--- config.mk ---
export PLATFORM = sky130hd
export DESIGN_NAME = bram_slice_loader
export DESIGN_NICKNAME = d
export VERILOG_FILES = /design/src/rtl/bram_slice_loader_pkg.sv /design/src/rtl/bram_slice_loader_bit_transpose_buf.sv /design/src/rtl/bram_slice_loader.sv
export SDC_FILE = /design/constraint.sdc
export NUM_CORES = 1
export LEC_CHECK = 0
export CELL_PAD_IN_SITES_DETAIL_PLACEMENT = 0
export CELL_PAD_IN_SITES_GLOBAL_PLACEMENT = 1
export CORE_MARGIN = 4
export CORE_UTILIZATION = 54
export DETAILED_ROUTE_END_ITERATION = 8
export DONT_BUFFER_PORTS = 1
export GPL_TIMING_DRIVEN = 0
export MAX_ROUTING_LAYER = met4
export PLACE_DENSITY = 0.79
export SYNTH_ARGS = -nofsm -noshare
export SYNTH_HDL_FRONTEND = slang
export SYNTH_SLANG_ARGS = --single-unit
--- constraint.sdc ---
create_clock -name clk -period 2.8 [get_ports clk]
set_clock_uncertainty 0.1 [all_clocks]
set_input_delay 0.28 -clock clk [delete_from_list [all_inputs] [get_ports clk]]
set_output_delay 0.28 -clock clk [all_outputs]
set_load 0.02 [all_outputs]
--- src/rtl/bram_slice_loader_pkg.sv ---
// bram_slice_loader_pkg
//   Constants and types shared by the bit-sliced BRAM write loader.
//   LANES    : words per group, also the BRAM data width.
//   MAX_BITS : widest operand in bits.
//   DEPTH    : number of valid bit-addresses per BRAM column.
//   ADDR_W   : BRAM address width.
//   norm_bits(): maps the in_bits field onto the range 1..16.
package bram_slice_loader_pkg;

  localparam int LANES    = 16;
  localparam int MAX_BITS = 16;
  localparam int DEPTH    = 160;
  localparam int ADDR_W   = 10;

  localparam int LANE_W   = $clog2(LANES);     // beat / lane index
  localparam int KBIT_W   = $clog2(MAX_BITS);  // bit index within a word
  localparam int BITS_W   = 5;                 // precision field, 1..16

  // Per-buffer state: FILL = accepting beats, DRAIN = holding a full group
  typedef enum logic {FILL = 1'b0, DRAIN = 1'b1} buf_state_e;

  // 0 means full precision; anything above MAX_BITS saturates.
  function automatic logic [BITS_W-1:0] norm_bits(input logic [BITS_W-1:0] b);
    if (b == '0 || b > BITS_W'(MAX_BITS)) return BITS_W'(MAX_BITS);
    return b;
  endfunction

endpackage

--- src/rtl/bram_slice_loader_bit_transpose_buf.sv ---
// bit_transpose_buf
//   LANES x MAX_BITS register array. Rows are written one word at a time
//   (one row per lane); columns are read combinationally so that a single
//   bit position of every lane is available as one LANES-bit slice.
//   clk, reset  : clock, async active-low reset
//   wr_en       : write wr_word into row wr_lane
//   rd_bit      : column select
//   rd_col      : rd_col[i] = bit rd_bit of row i
module bit_transpose_buf
  import bram_slice_loader_pkg::*;
(
  input  logic                clk,
  input  logic                reset,
  input  logic                wr_en,
  input  logic [LANE_W-1:0]   wr_lane,
  input  logic [MAX_BITS-1:0] wr_word,
  input  logic [KBIT_W-1:0]   rd_bit,
  output logic [LANES-1:0]    rd_col
);

  logic [LANES-1:0][MAX_BITS-1:0] mem_q, mem_d;

  always_comb begin
    mem_d = mem_q;
    if (wr_en) mem_d[wr_lane] = wr_word;
  end

  always_ff @(posedge clk or negedge reset) begin
    if (!reset) mem_q <= '0;
    else        mem_q <= mem_d;
  end

  always_comb begin
    rd_col = '0;
    for (int i = 0; i < LANES; i++) rd_col[i] = mem_q[i][rd_bit];
  end

endmodule

--- src/rtl/bram_slice_loader.sv ---
// bram_slice_loader
//   Write-side loader for the bit-sliced BRAM. Collects LANES word beats
//   (beat j -> lane j), then drives BRAM port A with one bit-plane per cycle:
//   addra = base+k, dia[i] = bit k of lane i, k = 0..bits-1, LSB first.
//   Writes landing at or beyond DEPTH are suppressed and set the sticky err.
//
//   Ports: clk, reset (async active-low)
//          in_valid/in_ready/in_data/in_base/in_bits : word beat stream;
//            in_base/in_bits are sampled on beat 0 only
//          wea/addra/dia : registered BRAM port-A write
//          done  : registered pulse with the last write of a group
//          busy  : a buffer holds data or a drain is in progress
//          err   : sticky address-overflow flag
//
//   Build option: define BRAM_LOADER_DOUBLE_BUF_EN for two ping-pong
//   transpose buffers, so filling one overlaps draining the other.
module bram_slice_loader
  import bram_slice_loader_pkg::*;
(
  input  logic                clk,
  input  logic                reset,
  input  logic                in_valid,
  output logic                in_ready,
  input  logic [MAX_BITS-1:0] in_data,
  input  logic [ADDR_W-1:0]   in_base,
  input  logic [BITS_W-1:0]   in_bits,
  output logic                wea,
  output logic [ADDR_W-1:0]   addra,
  output logic [LANES-1:0]    dia,
  output logic                done,
  output logic                busy,
  output logic                err
);

`ifdef BRAM_LOADER_DOUBLE_BUF_EN
  localparam int NBUF = 2;
`else
  localparam int NBUF = 1;
`endif

  // Arrays are sized for two buffers; the single-buffer build keeps both
  // selects at 0 so the second slot stays idle.
  logic [LANE_W-1:0] beat_q, beat_d;
  logic              wr_sel_q, wr_sel_d;
  logic              rd_sel_q, rd_sel_d;
  buf_state_e        st_q [2];
  buf_state_e        st_d [2];
  logic [1:0]        pend_q, pend_d;       // group still has writes to issue
  logic [ADDR_W-1:0] base_q [2];
  logic [ADDR_W-1:0] base_d [2];
  logic [BITS_W-1:0] bits_q [2];
  logic [BITS_W-1:0] bits_d [2];
  logic [KBIT_W-1:0] k_q, k_d;
  logic              wea_q, wea_d;
  logic [ADDR_W-1:0] addra_q, addra_d;
  logic [LANES-1:0]  dia_q, dia_d;
  logic              done_q, done_d;
  logic              done_buf_q, done_buf_d;
  logic              err_q, err_d;

  logic              accept, fill_last, fill_into_rd, issue, last_k, in_range;
  logic [ADDR_W:0]   addr_sum;
  logic [LANES-1:0]  col [2];
  logic [LANES-1:0]  slice;

  // ---------------------------------------------------------------- buffers
  for (genvar b = 0; b < 2; b++) begin : g_buf
    if (b < NBUF) begin : g_on
      bit_transpose_buf u_buf (
        .clk     (clk),
        .reset   (reset),
        .wr_en   (accept && (wr_sel_q == 1'(b))),
        .wr_lane (beat_q),
        .wr_word (in_data),
        .rd_bit  (k_q),
        .rd_col  (col[b])
      );
    end else begin : g_off
      assign col[b] = '0;
    end
  end

  // --------------------------------------------------------- datapath terms
  assign in_ready     = (st_q[wr_sel_q] == FILL);
  assign accept       = in_valid & in_ready;
  assign fill_last    = accept & (beat_q == LANE_W'(LANES-1));
  // The last beat is being written this very edge; drain starts without
  // waiting a cycle, so its lane-15 bit comes straight from in_data.
  assign fill_into_rd = fill_last & (wr_sel_q == rd_sel_q);
  assign issue        = pend_q[rd_sel_q] | fill_into_rd;
  assign addr_sum     = {1'b0, base_q[rd_sel_q]} + (ADDR_W+1)'(k_q);
  assign in_range     = addr_sum < (ADDR_W+1)'(DEPTH);
  assign last_k       = (({1'b0, k_q}) + BITS_W'(1)) == bits_q[rd_sel_q];

  always_comb begin
    slice = col[rd_sel_q];
    if (fill_into_rd) slice[LANES-1] = in_data[k_q];
  end

  // ------------------------------------------------------ next-state logic
  always_comb begin
    beat_d     = beat_q;
    wr_sel_d   = wr_sel_q;
    rd_sel_d   = rd_sel_q;
    st_d       = st_q;
    pend_d     = pend_q;
    base_d     = base_q;
    bits_d     = bits_q;
    k_d        = k_q;
    wea_d      = 1'b0;
    addra_d    = addra_q;
    dia_d      = dia_q;
    done_d     = 1'b0;
    done_buf_d = done_buf_q;
    err_d      = err_q;

    // A buffer becomes refillable the cycle after its done is shown.
    if (done_q) st_d[done_buf_q] = FILL;

    if (accept) begin
      beat_d = beat_q + 1'b1;
      if (beat_q == '0) begin
        base_d[wr_sel_q] = in_base;
        bits_d[wr_sel_q] = norm_bits(in_bits);
      end
      if (fill_last) begin
        st_d[wr_sel_q]   = DRAIN;
        pend_d[wr_sel_q] = 1'b1;
        wr_sel_d         = (NBUF == 2) ? ~wr_sel_q : 1'b0;
      end
    end

    // Out-of-range writes still consume a slot; only wea is withheld.
    if (issue) begin
      wea_d      = in_range;
      addra_d    = addr_sum[ADDR_W-1:0];
      dia_d      = slice;
      done_buf_d = rd_sel_q;
      err_d      = err_q | ~in_range;
      if (last_k) begin
        done_d           = 1'b1;
        pend_d[rd_sel_q] = 1'b0;
        k_d              = '0;
        rd_sel_d         = (NBUF == 2) ? ~rd_sel_q : 1'b0;
      end else begin
        k_d = k_q + 1'b1;
      end
    end
  end

  // ------------------------------------------------------------- registers
  always_ff @(posedge clk or negedge reset) begin
    if (!reset) begin
      beat_q     <= '0;
      wr_sel_q   <= 1'b0;
      rd_sel_q   <= 1'b0;
      st_q       <= '{FILL, FILL};
      pend_q     <= '0;
      base_q     <= '{default: '0};
      bits_q     <= '{default: '0};
      k_q        <= '0;
      wea_q      <= 1'b0;
      addra_q    <= '0;
      dia_q      <= '0;
      done_q     <= 1'b0;
      done_buf_q <= 1'b0;
      err_q      <= 1'b0;
    end else begin
      beat_q     <= beat_d;
      wr_sel_q   <= wr_sel_d;
      rd_sel_q   <= rd_sel_d;
      st_q       <= st_d;
      pend_q     <= pend_d;
      base_q     <= base_d;
      bits_q     <= bits_d;
      k_q        <= k_d;
      wea_q      <= wea_d;
      addra_q    <= addra_d;
      dia_q      <= dia_d;
      done_q     <= done_d;
      done_buf_q <= done_buf_d;
      err_q      <= err_d;
    end
  end

  assign wea   = wea_q;
  assign addra = addra_q;
  assign dia   = dia_q;
  assign done  = done_q;
  assign err   = err_q;
  assign busy  = (beat_q != '0) | (st_q[0] == DRAIN) | (st_q[1] == DRAIN);

endmodule
---- Yosys cells after proc, flatten, opt, wreduce, memory -nomap -nowiden ----
Index checks and enable logic that the tools add are counted.
word-level totals
  register bits after elaboration ......... 312
  bits of input ports ..................... 34
  output and inout port bits .............. 31
  logic and storage cells ................. 109
operators by class
  $add $sub $neg .......................... 4
  $lt $le $gt $ge ......................... 5
  eq/ne operators ......................... 2
  muxes and demuxes ....................... 56
  bitwise gates (word level) .............. 8
  reduce and logical (&&, ||, !) cells .... 6
operator list
  cell                                                                                 count
  256-bit bitwise mux                                                                  1
  1-bit binary-select mux with 4-bit select                                            17
  16-bit demux with 4-bit select                                                       1
  1-bit 2-to-1 mux                                                                     28
  5-bit 2-to-1 mux                                                                     4
  16-bit 2-to-1 mux                                                                    1
  10-bit by 4-bit adder with 11-bit output                                             1
  11-bit by 8-bit less-than comparator with 1-bit output, second input constant        1
  4-bit by 5-bit less-than comparator with 1-bit output, second input constant         2
  4-bit by 1-bit adder with 4-bit output, second input constant                        2
  2-bit 2-to-1 mux                                                                     3
  4-bit by 1-bit adder with 5-bit output, second input constant                        1
  5-bit == test                                                                        1
  5-bit greater-than comparator, second input constant                                 1
  5-bit zero test                                                                      1
  4-bit == test, second input constant                                                 1
  4-bit by 1-bit greater-or-equal comparator with 1-bit output, second input constant  1
  4-bit zero test                                                                      1
  4-bit 2-to-1 mux                                                                     1
  1-bit bitwise OR                                                                     4
  4-bit nonzero test                                                                   1
  1-bit bitwise AND                                                                    2
  1-bit inverter                                                                       2
  2-bit AND reduction                                                                  1
  other kinds (2)                                                                      2

---- Depth between registers and ports, before layout ----
  depth in word-level cells ............... 8
  mapped depth ............................ 7
  depth with buffers taken out ............ 7

---- Cells and area by module ----
A second synthesis with hierarchy kept.
unflattened totals
  cells, all modules ...................... 977
  area, all modules ....................... 14281.2 um2
by module, submodules not included
  module             times used  cells an instance  area each (um2)
  bit_transpose_buf  1           712                11608.6
  bram_slice_loader  1           265                2672.6

---- Worst setup path before layout ----
No wires, ideal clock.
  path kind ............................... reg2reg
  from .................................... register k_q[0]
  to ...................................... register err_q, in the netlist err
  setup time .............................. 0.065 ns
  data arrival time ....................... 2.059 ns
  slack ................................... 0.576 ns
  stages on the path, launching flop included .. 8
  clock period less this slack ............ 2.224 ns
  cells stage by stage .................... dfrtp_1 -> ha_1 -> fa_1 -> a211oi_1 -> nor2_1 -> or3_1 -> o21ai_0 -> o22a_1
on the way
  longest elaborated chain between the ends .. 4
ends and longest elaborated chain
  item                                                    RTL line                  text
  start: declaration                                      bram_slice_loader.sv:53   logic [KBIT_W-1:0] k_q, k_d;
  start signal: assignment                                bram_slice_loader.sv:176  k_q <= k_d;
  10-bit by 4-bit adder with 11-bit output                bram_slice_loader.sv:91   assign addr_sum = {1'b0, base_q[rd_sel_q]} + (ADDR_W+1)'(k_q);
  11-bit by 8-bit less-than comparator with 1-bit output  bram_slice_loader.sv:92   assign in_range = addr_sum < (ADDR_W+1)'(DEPTH);
  1-bit inverter                                          bram_slice_loader.sv:139  err_d = err_q | ~in_range;
  1-bit bitwise OR                                        bram_slice_loader.sv:139
  end signal: assignment                                  bram_slice_loader.sv:182  err_q <= err_d;
  end: declaration                                        bram_slice_loader.sv:59   logic err_q, err_d;
No other way between the ends.
A chain may end at the register's enable or synchronous reset.

---- Worst setup path after layout ----
Ends and elaborated chain as after synthesis.

==> summary.txt <==
GRT
  – Global-route wire length before repair: 56400 um
  – GRT Util Overall: 26.7%
  – Initial antenna violation count: 0
  – GRT overflow: 0
  – Vias in the first global route: 8943
  – Pin count of the biggest net entering global routing: 311

Drt
  – Initial drt markers: 731
  – Vias/cell: 6.12
  – # DRC: 0
  – Routed WL: 37200 um
  – Routed WL per cell: 27.0 um
  – DRT antenna net count: 0
  – First drt pass iteration count: 5
  – DR vias: 8434

Floorplan
  – Die Height: 172 um
  – Die Footprint: 29600 sq um
  – Starting Density: 55.3%
  – Cell Rows: 59
  – Core Area: 26300 sq um
  – # IOs: 65
  – Width of the die: 172 um

Pwr
  – Pleak: 0.00781 uW
  – Pwr/cell area: 555 nW/um^2
  – VDD IR max: 0.419 mV
  – P_sw: 1870 uW
  – Internal power: 7220 uW
  – Clock share of power: 48.9%
  – Sw Share: 20.5%
  – Comb power frac: 1.8%
  – Share of power burned in registers: 49.3%

Job
  – MaxCap Viol Count: 0

Critical path
  – Setup CP Type: reg2reg
  – Startpoint types: flop
  – Reg2reg setup slack: 0.30 ns
  – CP Max Fanout: 6
  – Worst path arrival time: 2.85 ns
  – Req. time, crit path: 3.15 ns
  – Critical path capture point type: flop

Clocking
  – H-tree depth: 2
  – Worst-path clk slew: 0.06 ns
  – Post-CTS setup buffers: 0
  – CTS Hold Bufs: 32
  – # clock sinks: 310
  – Clk Latency, worst-skew pair: 0.51 ns
  – CTS buffer count: 35
  – CTS tree: yes
  – Clock tree buffer depth: 3
  – Root Driver: clkbuf_16

Logic synthesis
  – Yosys warnings: 0
  – Yosys top cell area share: 53.4%
  – Post-synth ARST share: 100%
  – Mapped Area: 14500 sq um
  – Count leader, synth: dfrtp_1
  – Area contributors post-synth: dfrtp_1 53%, mux2_2 17%, mux4_2 9.0%, mux2_1 4.2%, mux2i_1 1.3%
  – Post-Syn Nets: 994
  – Distinct cells, synth: 57
  – Synth area leader: dfrtp_1
  – Synth Instances: 949
  – Dominant synthesized flop cell: dfrtp_1
  – EDFF count, synth: 0
  – Most instantiated cells after synthesis: 310 x dfrtp_1, 223 x mux2_2, 58 x mux4_2, 54 x mux2_1, 31 x nand2_1
  – Sequential fraction of the synthesis area: 53.4%
  – Syn_area_per_cell: 15.3 sq um
  – Post-synthesis register bit count: 310

STA
  – Tmin final: 2.50 ns
  – Final setup viols: 0
  – RSZ-0062 raised after global routing: false
  – Hold_ws: -0.630 ns
  – Pins Over Slew Limit: 0
  – Max_slew headroom: 24.7%
  – Fin Setup TNS: 0 ns
  – Max Fclk: 399 MHz
  – Worst-Margin Slew: 1.13 ns
  – Crit share post-route: 89.4%
  – Final hold vios: 310

Place
  – Port buffer count: 0
  – Post-DP HPWL: 22300 um
  – Gpl congestion: 0.787

Final layout
  – Area occupied by multi-input gates: 6310 sq um
  – FF+latch area: 7760 sq um
  – Layout filler cell count: 1992
  – Final #Nets: 1063
  – Area delta synth->final: 12.8%
  – Share of post-route cells with drive strength above 1: 40.6%

Hold path
  – Hold Path Class: in2async

Run status
  – Status: finished with violations
  – Violated checks: hold timing
power groups by stage:
stage               Clock (uW)  Sequential, uW  Combinational [uW]
floorplan                    0            4570                42.5
global placement             0            4560                87.6
detailed placement           0            4560                88.1
CTS                       4530            4480                 157
global route              4720            4480                 163
finish                    4450            4480                 159
layout make-up:
class,instances,area share [%]
Buffer,67,2.69
Clock buffer,55,6.49
Antenna cell,1,0.0153
Inverter,7,0.160
Sequential cell,310,47.3
Clock inverter,5,0.328
Multi-Input combinational cell,565,38.5
Tap cell,335,2.56
Timing Repair Buffer,32,1.95
cell usage in the layout, fill, tap and decap left out, types with 3 or more instances in the layout:
cell | synthesis | layout
a211oi_1 | 3 | 3
a21oi_1 | 21 | 21
buf_2 | 17 | 17
buf_4 | 13 | 13
buf_6 | 10 | 10
clkbuf_1 | 21 | 31
clkbuf_16 | 0 | 37
clkbuf_4 | 3 | 3
clkbuf_8 | 0 | 7
clkinv_2 | 0 | 3
dfrtp_1 | 310 | 310
dlygate4sd3_1 | 0 | 32
ha_1 | 10 | 10
inv_1 | 6 | 6
mux2_1 | 54 | 54
mux2_2 | 223 | 223
mux2_4 | 6 | 6
mux2i_1 | 19 | 19
mux4_1 | 7 | 7
mux4_2 | 58 | 58
nand2_1 | 31 | 31
nand2_2 | 3 | 3
nand2b_1 | 7 | 7
nand3_1 | 4 | 4
nand3_2 | 3 | 3
nand4_1 | 4 | 4
nor2_1 | 17 | 17
nor2_4 | 12 | 12
nor2b_1 | 3 | 3
nor3_1 | 4 | 4
o21ai_0 | 15 | 15
o22ai_2 | 14 | 14
xnor2_1 | 12 | 12
xor2_1 | 5 | 5
timing repair:
action	CTS	global route
gates resized for setup	0	2
setup endpoints to repair	0	7
endpoints found under the hold margin	423	310
path summary, 6_finish.rpt:
kind	from	endpoint	depth (start not counted)
max	k_q[0]$_DFFE_PN0N_	err$_DFFE_PN0N_	7
min	reset	base_q[16]$_DFFE_PN0P_	0
max reg2reg	k_q[0]$_DFFE_PN0N_	err$_DFFE_PN0N_	7
min reg2reg	g_buf[0].g_on.u_buf.mem_q[174]$_DFFE_PN0P_	g_buf[0].g_on.u_buf.mem_q[174]$_DFFE_PN0P_	1
max in group asynchronous	reset	g_buf[0].g_on.u_buf.mem_q[246]$_DFFE_PN0P_	0
min in group clk	in_bits[3]	bits_q[9]$_DFFE_PN0P_	3
metrics by stage:
step                      cells  total power [uW]  cell area (sq um)  setup WS, ns  util (%)
after global placement     1284              4650              15000         0.114      56.9
after floorplan             949              4610              14500         0.576         -
after CTS                  1376              9170              16400        0.0663      62.4
after detailed placement   1284              4650              15000        0.0861      56.9
after global routing       1376              9360              16400         0.139      62.4
final                      1377              9090              16400         0.296      62.4
kinds of logic (layout without fill, tap and decap cells):
| family | after synthesis | in the layout | share of synthesized area (%) |
|---|---|---|---|
| xor gates and xnor gates | 17 | 17 | 1.02 |
| DFF | 310 | 310 | 53.4 |
| muxes | 367 | 367 | 33.6 |
| other | 0 | 1 | 0 |
| adders and majority gates | 11 | 11 | 0.999 |
| and+or+nand+nor | 100 | 100 | 4.20 |
| AOI/OAI and AO/OA | 70 | 70 | 3.55 |
| buffers and inverters | 74 | 166 | 3.21 |
critical path, cell delays in order (launching register included):
cell      delay [ns]
dfrtp_1         0.51
ha_1            0.28
fa_1            0.43
a211oi_1        0.28
nor2_1          0.13
or3_1           0.38
o21ai_0         0.18
o22a_1          0.14
state kept, by name, indices dropped and copies added (netlist names):
register                cells
k_q                         4
addra                      10
g_buf.g_on.u_buf.mem_q    256
st_q                        1
done                        1
base_q                     10
pend_q                      1
err                         1
beat_q                      4
dia                        16
wea                         1
bits_q                      5
layer usage:
metal  GRT usage, %  wire length [um]
met1           36.0             16400
met2           42.4             17900
met3           4.78              1910
met4           7.31               983
met5              -                 0
Note: power is estimated with default switching activity, not from simulation.
==> patch 1: new RTL, same flow settings <==
Set the package constant `MAX_BITS` to 8 (it was 16).
--- a/src/rtl/bram_slice_loader_pkg.sv
+++ b/src/rtl/bram_slice_loader_pkg.sv
@@ -8,7 +8,7 @@
 package bram_slice_loader_pkg;
 
   localparam int LANES    = 16;
-  localparam int MAX_BITS = 16;
+  localparam int MAX_BITS = 8;
   localparam int DEPTH    = 160;
   localparam int ADDR_W   = 10;
 
Interface: changed (resized in_data); port bits go from 65 to 57. The function was not compared with the original's and may differ.
==> patch 1 against the original RTL <==
The flow still finishes with violations (hold timing); setup slack lost 0.085 ns; sequential cell count fell by 129; critical path depth is the same; design area shrank 42%; wire length shrank 48%; sequential share of layout area increased by 0.22 points; total power fell by 39%; first-iteration DRC count shrank 59%; synthesized cell count decreased by 39%; area after synthesis is 43% lower; largest power group is now clock.
==> patch 1: results (changes against the original RTL) <==
[power_and_ir_drop]
clk-power_mw = 2.82  ; was 4.45 mW
leakagePower_nw = 4.452  ; was 7.805 nW
p_clk_share_pct = 51.1  ; was 48.9%
p_sw_mw = 1.038  ; was 1.868 mW
ir_drop_mv = 0.4989  ; was 0.4192 mV
power.share.sequential_pct = 47.4  ; was 49.3%

[logic_synthesis]
syn_avg_cell_area_um2 = 14.41  ; was 15.32 µm²
syn-num-nets = 614  ; was 994
synth_cell_type_count = 50  ; was 57
synth_common_cells = dfrtp_1, mux2_2, mux4_2, nand2_1, o21ai_0  ; was dfrtp_1, mux2_2, mux4_2
synth_seq_area_share_pct = 54.30  ; was 53.37%
synthTopCellsByArea = dfrtp_1, mux2_2, mux4_2  ; unchanged

[clock_network]
htreeDepth = 4  ; was 2
clock_latency_ns = 0.43  ; was 0.51 ns
cts_buffers = 17  ; was 35
cts_setup_buffers = 0  ; unchanged
clockBufferDepth = 2  ; was 3
cts_hold_buf = 24  ; was 32

[finish]
fill_cells = 1138  ; was 1992
fin_nets = 656  ; was 1063
drive_above_1_share_pct = 37.91  ; was 40.63%
largest_reg_flops = 128  ; was 256
final_cell_count_no_fill = 821  ; was 1377
antenna_cells = 0  ; was 1

[sta]
worst_pin_slew_ns = 0.7873  ; was 1.129 ns
fin_hold_ws_ns = -0.5507  ; was -0.6304 ns
finalHoldViolations = 181  ; was 310

[setup_path]
startpoint = k_q[1]  ; was k_q[0]
cp_top_family = compound AO/OA/AOI/OAI gates  ; was adder cells
cp_max_fo = 19  ; was 6
max_stage_delay_ns = 0.48  ; was 0.51 ns
arrival_ns = 2.79  ; was 2.85 ns
slowest_stage = fa_1  ; was dfrtp_1

[placement]
io_buffers = 0  ; unchanged
dp_hpwl_um = 12270  ; was 22320 µm
place_inst = 767  ; was 1284
gp_congestion = 0.8284  ; was 0.7871

[run_status]
failed_checks = hold timing  ; unchanged
outcome = finished with violations  ; unchanged

[drt]
met3_length_um = 1163  ; was 1907 µm
wl_um = 19290  ; was 37210 µm
route.layer.met1.wl_um = 8442  ; was 16390 µm
route.met2.wl_um = 9497  ; was 17930 µm
route.vias.total = 4879  ; was 8434
first_pass_iters = 4  ; was 5
drtIter0Drc = 297  ; was 731

[grt]
grt_pass1_vias = 5269  ; was 8943
track_usage_pct = 24.07  ; was 26.68%
antenna_found_initial = 0  ; unchanged
grt_max_degree = 182  ; was 311
grt_pass1_wl_um = 30790  ; was 56350 µm

==> patch 1: layout make-up <==
| class | count | area (µm²) | area share [%] |
|---|---|---|---|
| plain buffers | 32 | 178.9 | 1.878 |
| inverters | 6 | 22.52 | 0.2364 |
| repair buffers | 24 | 240.2 | 2.521 |
| clock inverters | 11 | 244.0 | 2.561 |
| well taps | 188 | 235.2 | 2.469 |
| flip-flops and latches | 181 | 4529 | 47.54 |
| multi-input cells | 359 | 3611 | 37.90 |
| clock buffers | 20 | 466.7 | 4.898 |
==> patch 1: layer usage <==
layer | track usage, % | vias to the layer above
li1 | - | 2180
met3 | 6.412 | 11
met1 | 31.88 | 2579
met4 | 6.524 | 0
met5 | - | -
met2 | 37.31 | 109
==> patch 1: final timing paths <==
check / slack, ns / end
setup / recovery: 0.21 / err
hold reg to reg: 0.39 / bits_q[9]
max in group asynchronous: 2.83 / dia[4]
hold / removal: -0.55 / g_buf[0].g_on.u_buf.mem_q[21]
min in group clk: 0.13 / bits_q[8]
setup reg to reg: 0.21 / err
==> patch 1: per-stage QoR <==
step                      setup TNS (ns)  instance area, µm²  hold slack, ns  worst slack [ns]
after floorplan                        0                8342         -0.1156            0.2704
after global placement            -1.322                8577         -0.1084           -0.3985
after detailed placement          -1.529                8577         -0.1077           -0.4477
after CTS                              0                9524         -0.5673           0.07291
after global routing                   0                9528         -0.5799            0.1184
final                                  0                9528         -0.5507            0.2113
==> patch 1: cell families (layout without fill, tap and decap cells) <==
logic type,count (synthesis),count (layout),synth area share [%]
XOR/XNOR,13,13,1.365
buffers and inverters,39,93,2.415
adder cells (fa/ha/maj),9,9,1.440
AO/OA/AOI/OAI,54,54,3.990
multiplexers,192,192,30.70
flip-flops,181,181,54.30
AND/OR/NAND/NOR,91,91,5.790
==> patch 2: new RTL, same settings <==
Made on the original files. Take the reset off `k_q` and `addra_q` and load them in a clocked block of their own.
--- a/src/rtl/bram_slice_loader.sv
+++ b/src/rtl/bram_slice_loader.sv
@@ -158,9 +158,7 @@
       pend_q     <= '0;
       base_q     <= '{default: '0};
       bits_q     <= '{default: '0};
-      k_q        <= '0;
       wea_q      <= 1'b0;
-      addra_q    <= '0;
       dia_q      <= '0;
       done_q     <= 1'b0;
       done_buf_q <= 1'b0;
@@ -173,14 +171,17 @@
       pend_q     <= pend_d;
       base_q     <= base_d;
       bits_q     <= bits_d;
-      k_q        <= k_d;
       wea_q      <= wea_d;
-      addra_q    <= addra_d;
       dia_q      <= dia_d;
       done_q     <= done_d;
       done_buf_q <= done_buf_d;
       err_q      <= err_d;
     end
+  end
+
+  always_ff @(posedge clk) begin
+    k_q     <= k_d;
+    addra_q <= addra_d;
   end
 
   assign wea   = wea_q;
Function: same outputs for any inputs over 4 cycles, from zero or initial values and one cycle with reset low; that may be too few to reach the edited logic, so the function may still have changed.
==> patch 2 against the original RTL <==
The run still ends with hold timing left; global-route usage down 4.0 points; cell count down 3.2%; count of clock-buffer cells in the layout down 6; design area down 2.4%; via count down 6.5%; die area down 2.2%; utilization down 0.78 points; total power down 1.6%; wire length down 17%; area after synthesis down 2.3%; combinational power down 24%; setup slack worse by 0.054 ns; sequential cell count unchanged.
==> patch 2: results (changes against the original RTL) <==
[run_status]
outcome = finished with violations  ; unchanged
failed_checks = hold timing  ; unchanged

[grt]
grt_pass1_vias = 8359  ; was 8943
grt_max_degree = 297  ; was 311
grt_pass1_wl_um = 49400  ; was 56350 µm

[logic_synthesis]
synthArstFlopShare_pct = 95.48  ; was 100.0%
synth_seq_area_share_pct = 55.14  ; was 53.37%
synthTopCellsByArea = dfrtp_1, mux2_2, mux4_2  ; unchanged
syn_avg_cell_area_um2 = 15.58  ; was 15.32 µm²
synth_edf_count = 14  ; was 0
synth_cell_type_count = 51  ; was 57

[drt]
via_per_inst = 5.916  ; was 6.125
drtIter0Drc = 464  ; was 731
wl_per_cell_um = 23.07  ; was 27.02 µm

[finish]
drive_above_1_share_pct = 44.29  ; was 40.63%
final_cell_count_no_fill = 1333  ; was 1377

[placement]
dp_slack_ns = 0.1057  ; was 0.08613 ns
gp_congestion = 0.8064  ; was 0.7871
dp_hpwl_um = 20730  ; was 22320 µm
place_inst = 1246  ; was 1284

[sta]
fin_hold_ws_ns = -0.6304  ; about the same
finalHoldViolations = 296  ; was 310

[setup_path]
cp_max_fo = 10  ; was 6

[power_and_ir_drop]
leakagePower_nw = 7.457  ; was 7.805 nW
ir_drop_mv = 0.6308  ; was 0.4192 mV

[clock_network]
cts_buffers = 34  ; was 35

## patch 2: cell count changes after synthesis, moves of 9 or more
cell,unedited run,this run
dfrtp_1,310,296
edfxtp_1,0,14
nor2_4,12,0
a21oi_1,21,6
mux2_2,223,266
mux2_1,54,0
mux4_2,58,67
a22oi_1,0,16
o21a_1,0,16
o22ai_2,14,0
mux2i_1,19,34
nand2_1,31,13
nor2_2,1,13
## patch 2: logic make-up after synthesis
kind of cell	synth area share [%]
muxes	34.13
adders and majority gates	1.022
xor gates and xnor gates	0.9167
AOI/OAI and AO/OA	3.323
DFF	55.14
buffers and inverters	2.635
and+or+nand+nor	2.838
## patch 2: final cells by class
class                           count  area (µm²)
Buffer                             64       334.1
Clock buffer                       49        1040
Clock inverter                      7       41.29
Fill cell                        1992        9977
Inverter                           11       41.29
Multi-Input combinational cell    526        5995
Sequential cell                   310        7828
Tap cell                          335       419.2
Timing Repair Buffer               31       310.3
## patch 2: worst max-delay path, stage by stage (launching register included)
cell,delay [ns]
dfrtp_1,0.42
ha_1,0.19
and3b_1,0.22
a31oi_2,0.19
nor2_1,0.39
clkbuf_1,0.53
a22oi_1,0.24
o21a_1,0.16
## patch 2: timing repair
item,in CTS,in global routing
endpoints found under the setup margin,0,23
gates resized for setup,0,1
endpoints found under the hold margin,407,296
## patch 2: path summary, 6_finish.rpt
| path | start | to | slack [ns] | depth (start not counted) |
|---|---|---|---|---|
| max | beat_q[1] | dia[6] | 0.24 | 7 |
| min reg2reg | g_buf[0].g_on.u_buf.mem_q[46] | g_buf[0].g_on.u_buf.mem_q[46] | 0.40 | 1 |
| min | reset | base_q[18] | -0.63 | 0 |
| min in group clk | in_bits[3] | bits_q[9] | 0.03 | 3 |
| max reg2reg | beat_q[1] | dia[6] | 0.24 | 7 |
| max in group asynchronous | reset | base_q[14] | 2.53 | 0 |
## patch 2: where the power goes
group	leakage (nW)	switching, mW	internal (mW)	total (mW)
sequential	4.29	0.00215	4.51	4.51
combinational	2.63	0.0732	0.0478	0.121
clock	0.537	1.74	2.57	4.31
total	7.46	1.82	7.12	8.94
## patch 2: layer usage
| layer | wire, µm | up-vias | GRT usage (%) |
|---|---|---|---|
| met5 | 0 | - | - |
| li1 | - | 3518 | - |
| met2 | 14480 | 160 | 34.59 |
| met1 | 14090 | 4165 | 32.72 |
| met4 | 570 | 0 | 5.174 |
| met3 | 1622 | 43 | 3.531 |
